**config.mk**
```make
export PLATFORM = sky130hd
export DESIGN_NAME = explored_ram_ctrl
export DESIGN_NICKNAME = d
export VERILOG_FILES = /design/src/rtl/pathfinding_pkg.sv /design/src/rtl/rr_lock_arbiter2.sv /design/src/rtl/explored_ram_ctrl.sv
export SDC_FILE = /design/constraint.sdc
export NUM_CORES = 1
export LEC_CHECK = 0
export ABC_CLOCK_PERIOD_IN_PS = 2009
export CORE_AREA = 4 4 230 232
export DETAILED_ROUTE_END_ITERATION = 10
export DIE_AREA = 0 0 234 236
export SLEW_MARGIN = 0
export SYNTH_ARGS = -nofsm -noshare
export SYNTH_HDL_FRONTEND = slang
export SYNTH_SLANG_ARGS = --single-unit
```
**constraint.sdc**
```tcl
create_clock -name clk -period 2.01 [get_ports clk]
set_input_delay 0.402 -clock clk [delete_from_list [all_inputs] [get_ports clk]]
set_output_delay 0.402 -clock clk [all_outputs]
set_load 0.03 [all_outputs]
```
**src/rtl/pathfinding_pkg.sv**
```systemverilog
// pathfinding_pkg: shared A* node types and explored-set sizing
package pathfinding_pkg;
  localparam int NODE_W = 272;
  localparam int EXPLORED_DEPTH = 101;
  localparam int EXPLORED_AW = 7;
  typedef struct packed {
    logic [15:0] x;
    logic [15:0] y;
    logic [31:0] cost;
    logic [31:0] flags;
  } map_node;
  typedef struct packed {
    logic [15:0] node_id;
    logic [15:0] parent_id;
    logic [31:0] g_cost;
    logic [31:0] h_cost;
    logic [31:0] f_cost;
    map_node     node;
    logic [47:0] rsvd;
  } node_info;
  typedef enum logic [1:0] {IDLE, CLR_WAIT, CLR_FILL} clr_state_e;
endpackage

```
**src/rtl/rr_lock_arbiter2.sv**
```systemverilog
// rr_lock_arbiter2: 2-way round-robin grant held until the holder's request falls
module rr_lock_arbiter2 (
  input  logic       clk,
  input  logic       reset_n,
  input  logic [1:0] req,
  input  logic       inhibit,
  output logic [1:0] gnt
);
  logic       last;
  logic [1:0] pick;
  always_comb pick = req == 2'b11 ? (last ? 2'b01 : 2'b10) : req;
  // last starts at 1 so the first contested grant goes to scanner 0
  always_ff @(posedge clk or negedge reset_n)
    if (!reset_n) begin
      gnt  <= '0;
      last <= 1'b1;
    end else if (gnt != 2'b00) begin
      if ((gnt & req) == 2'b00) gnt <= '0;
    end else if (!inhibit && pick != 2'b00) begin
      gnt  <= pick;
      last <= pick[1];
    end
endmodule

```
**src/rtl/explored_ram_ctrl.sv**
```systemverilog
// explored_ram_ctrl: explored-set RAM append/zero-fill control and shared read-port arbitration
module explored_ram_ctrl #(
  parameter int DEPTH  = pathfinding_pkg::EXPLORED_DEPTH,
  parameter int ADDR_W = pathfinding_pkg::EXPLORED_AW,
  parameter int NODE_W = pathfinding_pkg::NODE_W
) (
  input  logic              clk,
  input  logic              reset_n,
  input  logic              clear,
  input  logic              append,
  input  logic [NODE_W-1:0] append_data,
  output logic              append_ack,
  output logic [ADDR_W-1:0] count,
  output logic              full,
  output logic              overflow,
  output logic              busy,
  input  logic [1:0]        req,
  output logic [1:0]        gnt,
  input  logic [ADDR_W-1:0] rd_addr0,
  input  logic [ADDR_W-1:0] rd_addr1,
  output logic              ram_we,
  output logic [ADDR_W-1:0] ram_waddr,
  output logic [NODE_W-1:0] ram_wdata,
  output logic [ADDR_W-1:0] ram_raddr
);
  import pathfinding_pkg::*;
  clr_state_e        state, state_n;
  logic [ADDR_W-1:0] fill_addr, app_addr;
  logic [NODE_W-1:0] app_data;
  logic              app_we, fill_last;
  always_comb begin
    fill_last = fill_addr == ADDR_W'(DEPTH - 1);
    state_n = state;
    case (state)
      IDLE:     state_n = clear ? (gnt == 2'b00 ? CLR_FILL : CLR_WAIT) : IDLE;
      CLR_WAIT: state_n = gnt == 2'b00 ? CLR_FILL : CLR_WAIT;
      CLR_FILL: state_n = fill_last ? IDLE : CLR_FILL;
      default:  state_n = IDLE;
    endcase
  end
  always_ff @(posedge clk or negedge reset_n)
    if (!reset_n) state <= IDLE;
    else state <= state_n;
  always_ff @(posedge clk or negedge reset_n)
    if (!reset_n) begin
      fill_addr <= '0;
      count     <= '0;
      overflow  <= 1'b0;
      app_we    <= 1'b0;
      app_addr  <= '0;
      app_data  <= '0;
    end else begin
      app_we    <= 1'b0;
      fill_addr <= state == CLR_FILL ? fill_addr + 1'b1 : '0;
      if (state == CLR_FILL && fill_last) begin
        count    <= '0;
        overflow <= 1'b0;
      end else if (state == IDLE && append && !clear) begin
        if (full) overflow <= 1'b1;
        else begin
          app_we   <= 1'b1;
          app_addr <= count;
          app_data <= append_data;
          count    <= count + 1'b1;
        end
      end
    end
  // appends never overlap the fill: they are only accepted in IDLE
  assign busy       = state != IDLE;
  assign full       = count == ADDR_W'(DEPTH);
  assign append_ack = app_we;
  assign ram_we     = app_we | (state == CLR_FILL);
  assign ram_waddr  = state == CLR_FILL ? fill_addr : app_addr;
  assign ram_wdata  = state == CLR_FILL ? '0 : app_data;
  assign ram_raddr  = gnt[0] ? rd_addr0 : gnt[1] ? rd_addr1 : '0;
  rr_lock_arbiter2 u_arb (
    .clk     (clk),
    .reset_n (reset_n),
    .req     (req),
    .inhibit (busy | clear),
    .gnt     (gnt)
  );
endmodule

```
Word-level counts from Yosys, hierarchy flattened
Index checks and enable logic that the tools add are counted.
- register bits after elaboration: 300
- $add $sub $neg: 2
- equality and inequality tests: 7
- muxes and demuxes: 23
- bitwise gates (word level): 6
- reduce and logical (&&, ||, !) cells: 20
- operator list (kind ; count):
    272-bit two-way mux ; 1
    7-bit two-way mux ; 7
    2-bit two-way mux ; 8
    7-bit by 1-bit adder with 7-bit output (second input constant) ; 2
    7-bit equality test (second input constant) ; 2
    2-bit nonzero test ; 6
    2-bit AND reduction ; 4
    2-bit logical NOT ; 3
    1-bit two-way mux ; 6
    2-bit case mux with 3 select lines ; 1
    2-bit equality test (second input constant) ; 2
    1-bit logical AND ; 4
    1-bit NOT ; 3
    3-bit AND reduction ; 1
    2-bit AND ; 1
    2-bit by 1-bit equality test with 1-bit output (second input constant) ; 1
    1-bit logical NOT ; 2
    2-bit by 1-bit inequality test with 1-bit output (second input constant) ; 1
    2-bit inequality test (second input constant) ; 1
    1-bit OR ; 2

Logic depth before layout (Yosys ltp)
- depth after elaboration: 6
- depth in mapped cells: 9

Cells and area by module
Synthesis repeated with hierarchy kept, for this count alone.
- cells, all modules: 1597
- area total of the unflattened synthesis: 13489.2 um^2
- by module, submodules not included (module ; instances ; cells an instance ; area an instance (um^2)):
    explored_ram_ctrl ; 1 ; 1584 ; 13345.3
    rr_lock_arbiter2 ; 1 ; 13 ; 143.9

Worst setup path before layout
No wires, ideal clock.
- path type: flip-flop to output port
- start: register count[0]
- end: output port full
- arrival time: 1.678 ns
- slack: -0.070 ns
- cell stages (with the launch flop): 4
- cells stage by stage: dfrtp_1 ha_1 nand4_1 nor3_1
- longest elaborated chain between the ends: 1
- ends and longest elaborated chain (item ; line ; text):
    from (decl) ; explored_ram_ctrl.sv:13 ; output logic [ADDR_W-1:0] count,
    from (signal assigned) ; explored_ram_ctrl.sv:64 ; count <= count + 1'b1;
    7-bit equality test ; explored_ram_ctrl.sv:70 ; assign full = count == ADDR_W'(DEPTH);
    to (decl) ; explored_ram_ctrl.sv:14 ; output logic full,
Every way passes these cells.

Worst setup path after layout
- start: register state[0]
- end: output port ram_wdata[67]
- longest elaborated chain between the ends: 2
- ends and longest elaborated chain (item ; line ; text):
    from (decl) ; explored_ram_ctrl.sv:27 ; clr_state_e state, state_n;
    from (signal assigned) ; explored_ram_ctrl.sv:43 ; else state <= state_n;
    2-bit equality test ; explored_ram_ctrl.sv:74 ; assign ram_wdata = state == CLR_FILL ? '0 : app_data;
    272-bit two-way mux ; explored_ram_ctrl.sv:74 ;
    to (decl) ; explored_ram_ctrl.sv:23 ; output logic [NODE_W-1:0] ram_wdata,
Every way passes these cells.

==> flow_summary.ini <==
[outcome]
outcome = finished, violations left
violations = negative setup slack

[cells_and_area]
num_antenna_cells = 0
drive_gt1_share_pct = 28.6
layout.nets = 2545
syn2layout_area_growth_pct = 73.8

[detailed_routing]
routed_via_density = 4.35
drcViolationCount = 0
wl_per_cell_um = 17.2
drt_iter0_drc = 546
drt-total-wl_um = 50900
dr.pass1.iters = 5
num_vias = 12900
postRouteAntennaNets = 0

[placement]
portBuffers = 591
hpwl_um = 34000
routabilityCongestion = 0.828

[flow_run]
timing.max_cap.violations = 0

[power_and_ir_drop]
p_comb_share_pct = 43.4
leakagePower_uw = 0.0119
power_frac_seq_pct = 34.3
clockPowerShare_pct = 22.3
switchingPower_uw = 11300
vdd_drop_max_mv = 0.757
power_switching_share_pct = 36.6
power.density_nw_per_um2 = 1310
intPower_uw = 19500

[logic_synthesis]
yosys_warnings = 0
avgSynthCellArea_sq_um = 8.39
syn_inst = 1602
ys_ff_latch = 300
ys_seq_area_share_pct = 55.8
ys_types = 37
syn_area_sq_um = 13400
synth_fp_nets = 1898

[sta]
finalSetupViolations = 518
finalCritPeriodShare_pct = 111
drv_slew = 0
hold_viol = 0
layout_min_cycle_time_ns = 2.23
finalSetupTns_ns = -59.36
max_slew_margin_pct = 45.1
fmax_ghz = 0.448
fin_skew_ns = 0.0109
setup_ws_ns = -0.221
worst_pin_slew_ns = 0.817
whs_ns = 0.376
rsz0062_at_grt = yes

[global_route]
grt_max_degree = 60
grt_overflow = 0
grt_pass1_vias = 13200
antenna_found_initial = 1
grt.total_usage_pct = 16.7
grt_pass1_wl_um = 73600

[clock_network]
cts.clk_slew.worst_paths_ns = 0.06
tritoncts = done
cts-root-buf = clkbuf_16
cts.path.max_buffers = 3
htreeDepth = 2
insertion_delay_ns = 0.53
cts_sinks = 300
numCtsBuffers = 37

[die]
coreArea_sq_um = 51000
die_h_um = 236
die_x_um = 234
start_util_pct = 26.4
rows = 83
dieArea_sq_um = 55200
io_pins = 592

[worst_setup_path]
ff2ff_path_depth = 10
critPathMaxFanout = 10
crit_type = flop to output port
arrival_ns = 1.83
reg2reg_to = count[4]
reg2reg_slack_ns = -0.20
critPathLaunchType = flop
rr_startpoint = count[1]
required_ns = 1.61
end_kind = output port

[min_path]
hold_class = primary input to asynchronous set/reset pin
routing by layer:
layer  vias up  global-route usage, %  share of wire [%]
li1       6155                      -                  -
met4         2                   4.86                2.6
met1      6182                   20.0                 40
met5         -                      0              0.026
met3        74                   5.82                8.8
met2       440                   28.3                 49
final cells by class:
type / instances / area, sq um
fill: 4863 / 27600
timing repair buffer: 704 / 7800
sequential: 300 / 7510
multi-input combinational: 1201 / 5940
clock buffer: 54 / 1090
tap: 680 / 851
clock inverter: 9 / 148
inverter: 5 / 26.3
worst max path at each step:
stage / end / from
final: ram_wdata[67] / state[0]
after global routing: count[4] / count[1]
after CTS: ram_wdata[200] / state[0]
after detailed placement: app_data[153] / clear
after global placement: app_data[151] / clear
after floorplan: ram_waddr[0] / state[0]
registers in the layout (all words and copies together) (netlist names):
name / cells
append_ack: 1
state: 2
fill_addr: 7
u_arb.gnt: 2
count: 7
overflow: 1
u_arb.last: 1
app_addr: 7
app_data: 272
Yosys cell counts (all sizes together):
| library cell | instances | area, sq um |
|---|---|---|
| nand2 | 853 | 3200 |
| dfrtp | 299 | 7480 |
| and2 | 273 | 1710 |
| buf | 60 | 318 |
| clkbuf | 36 | 135 |
| nor2 | 11 | 41.3 |
| a22o | 8 | 70.1 |
| xor2 | 6 | 52.6 |
| inv | 5 | 18.8 |
| a21oi | 4 | 20.0 |
| ha | 4 | 50.1 |
| nand3 | 4 | 20.0 |
| o21ai | 4 | 20.0 |
| and3 | 3 | 18.8 |
| mux2i | 3 | 30.0 |
| nand2b | 3 | 18.8 |
| nand4 | 3 | 18.8 |
| nor3 | 3 | 15.0 |
| a21o | 2 | 15.0 |
| a31oi | 2 | 12.5 |
| a32o | 2 | 20.0 |
| mux2 | 2 | 22.5 |
| nor2b | 2 | 12.5 |
| or2 | 2 | 12.5 |
| dfstp | 1 | 26.3 |
| nand4bb | 1 | 11.3 |
| nor4 | 1 | 6.26 |
| nor4b | 1 | 23.8 |
| o22ai | 1 | 6.26 |
| o31ai | 1 | 21.3 |
| o41ai | 1 | 8.76 |
| xnor2 | 1 | 8.76 |
what timing repair did:
action                                  4_1_cts  5_1_grt
pin swaps                                     2       57
buffers inserted                              6        7
cloned                                        8       16
hold endpoints to repair                     29        0
endpoints found under the setup margin      454      564
hold buffers                                  1        0
resized for setup                           200      247
critical path: stages (launching register included):
cell	delay, ns
dfrtp_2	0.41
nand2b_4	0.19
buf_12	0.18
clkbuf_16	0.19
and2_4	0.17
buf_6	0.13
per-stage QoR:
| stage | total power (uW) | instance area [sq um] | instances | setup slack, ns | utilization, % |
|---|---|---|---|---|---|
| global placement | 20700 | 20000 | 2852 | -0.172 | 39.3 |
| detailed placement | 21000 | 20000 | 2852 | -0.208 | 39.3 |
| finish | 30700 | 23400 | 2953 | -0.221 | 45.8 |
| global route | 32600 | 23400 | 2953 | -0.291 | 45.8 |
| floorplan | 16400 | 13500 | 1602 | 0.0320 | - |
| CTS | 29500 | 22200 | 2930 | -0.271 | 43.5 |
power by group through the flow:
stage	logic, uW	clock network [uW]	registers (uW)
CTS	11900	7080	10500
detailed placement	10600	0	10500
global route	14400	7330	10900
global placement	10400	0	10400
finish	13300	6860	10500
floorplan	6310	0	10100
kinds of logic (layout without fill, tap and decap cells):
| kind of cell | Yosys count | in the layout | share of synthesized area (%) |
|---|---|---|---|
| flip-flops | 300 | 300 | 55.8 |
| AND/OR/NAND/NOR | 1160 | 1160 | 38.0 |
| XOR/XNOR | 7 | 7 | 0.456 |
| multiplexers | 5 | 5 | 0.391 |
| buffers and inverters | 101 | 772 | 3.51 |
| AO/OA/AOI/OAI | 25 | 25 | 1.44 |
| adder cells (fa/ha/maj) | 4 | 4 | 0.372 |
placed cells by master (no fill, tap or decap), drive strengths merged, types with 4 or more instances in the layout:
cell type	instances
a22o	8
bufinv	4
clkinv	4
clkbuf	66
inv	5
o21ai	4
nand3	4
buf	390
clkdlybuf4s50	300
dfrtp	299
nand2	853
xor2	6
and2	273
nor2	11
a21oi	4
ha	4
Note: power is estimated with default switching activity, not from simulation.
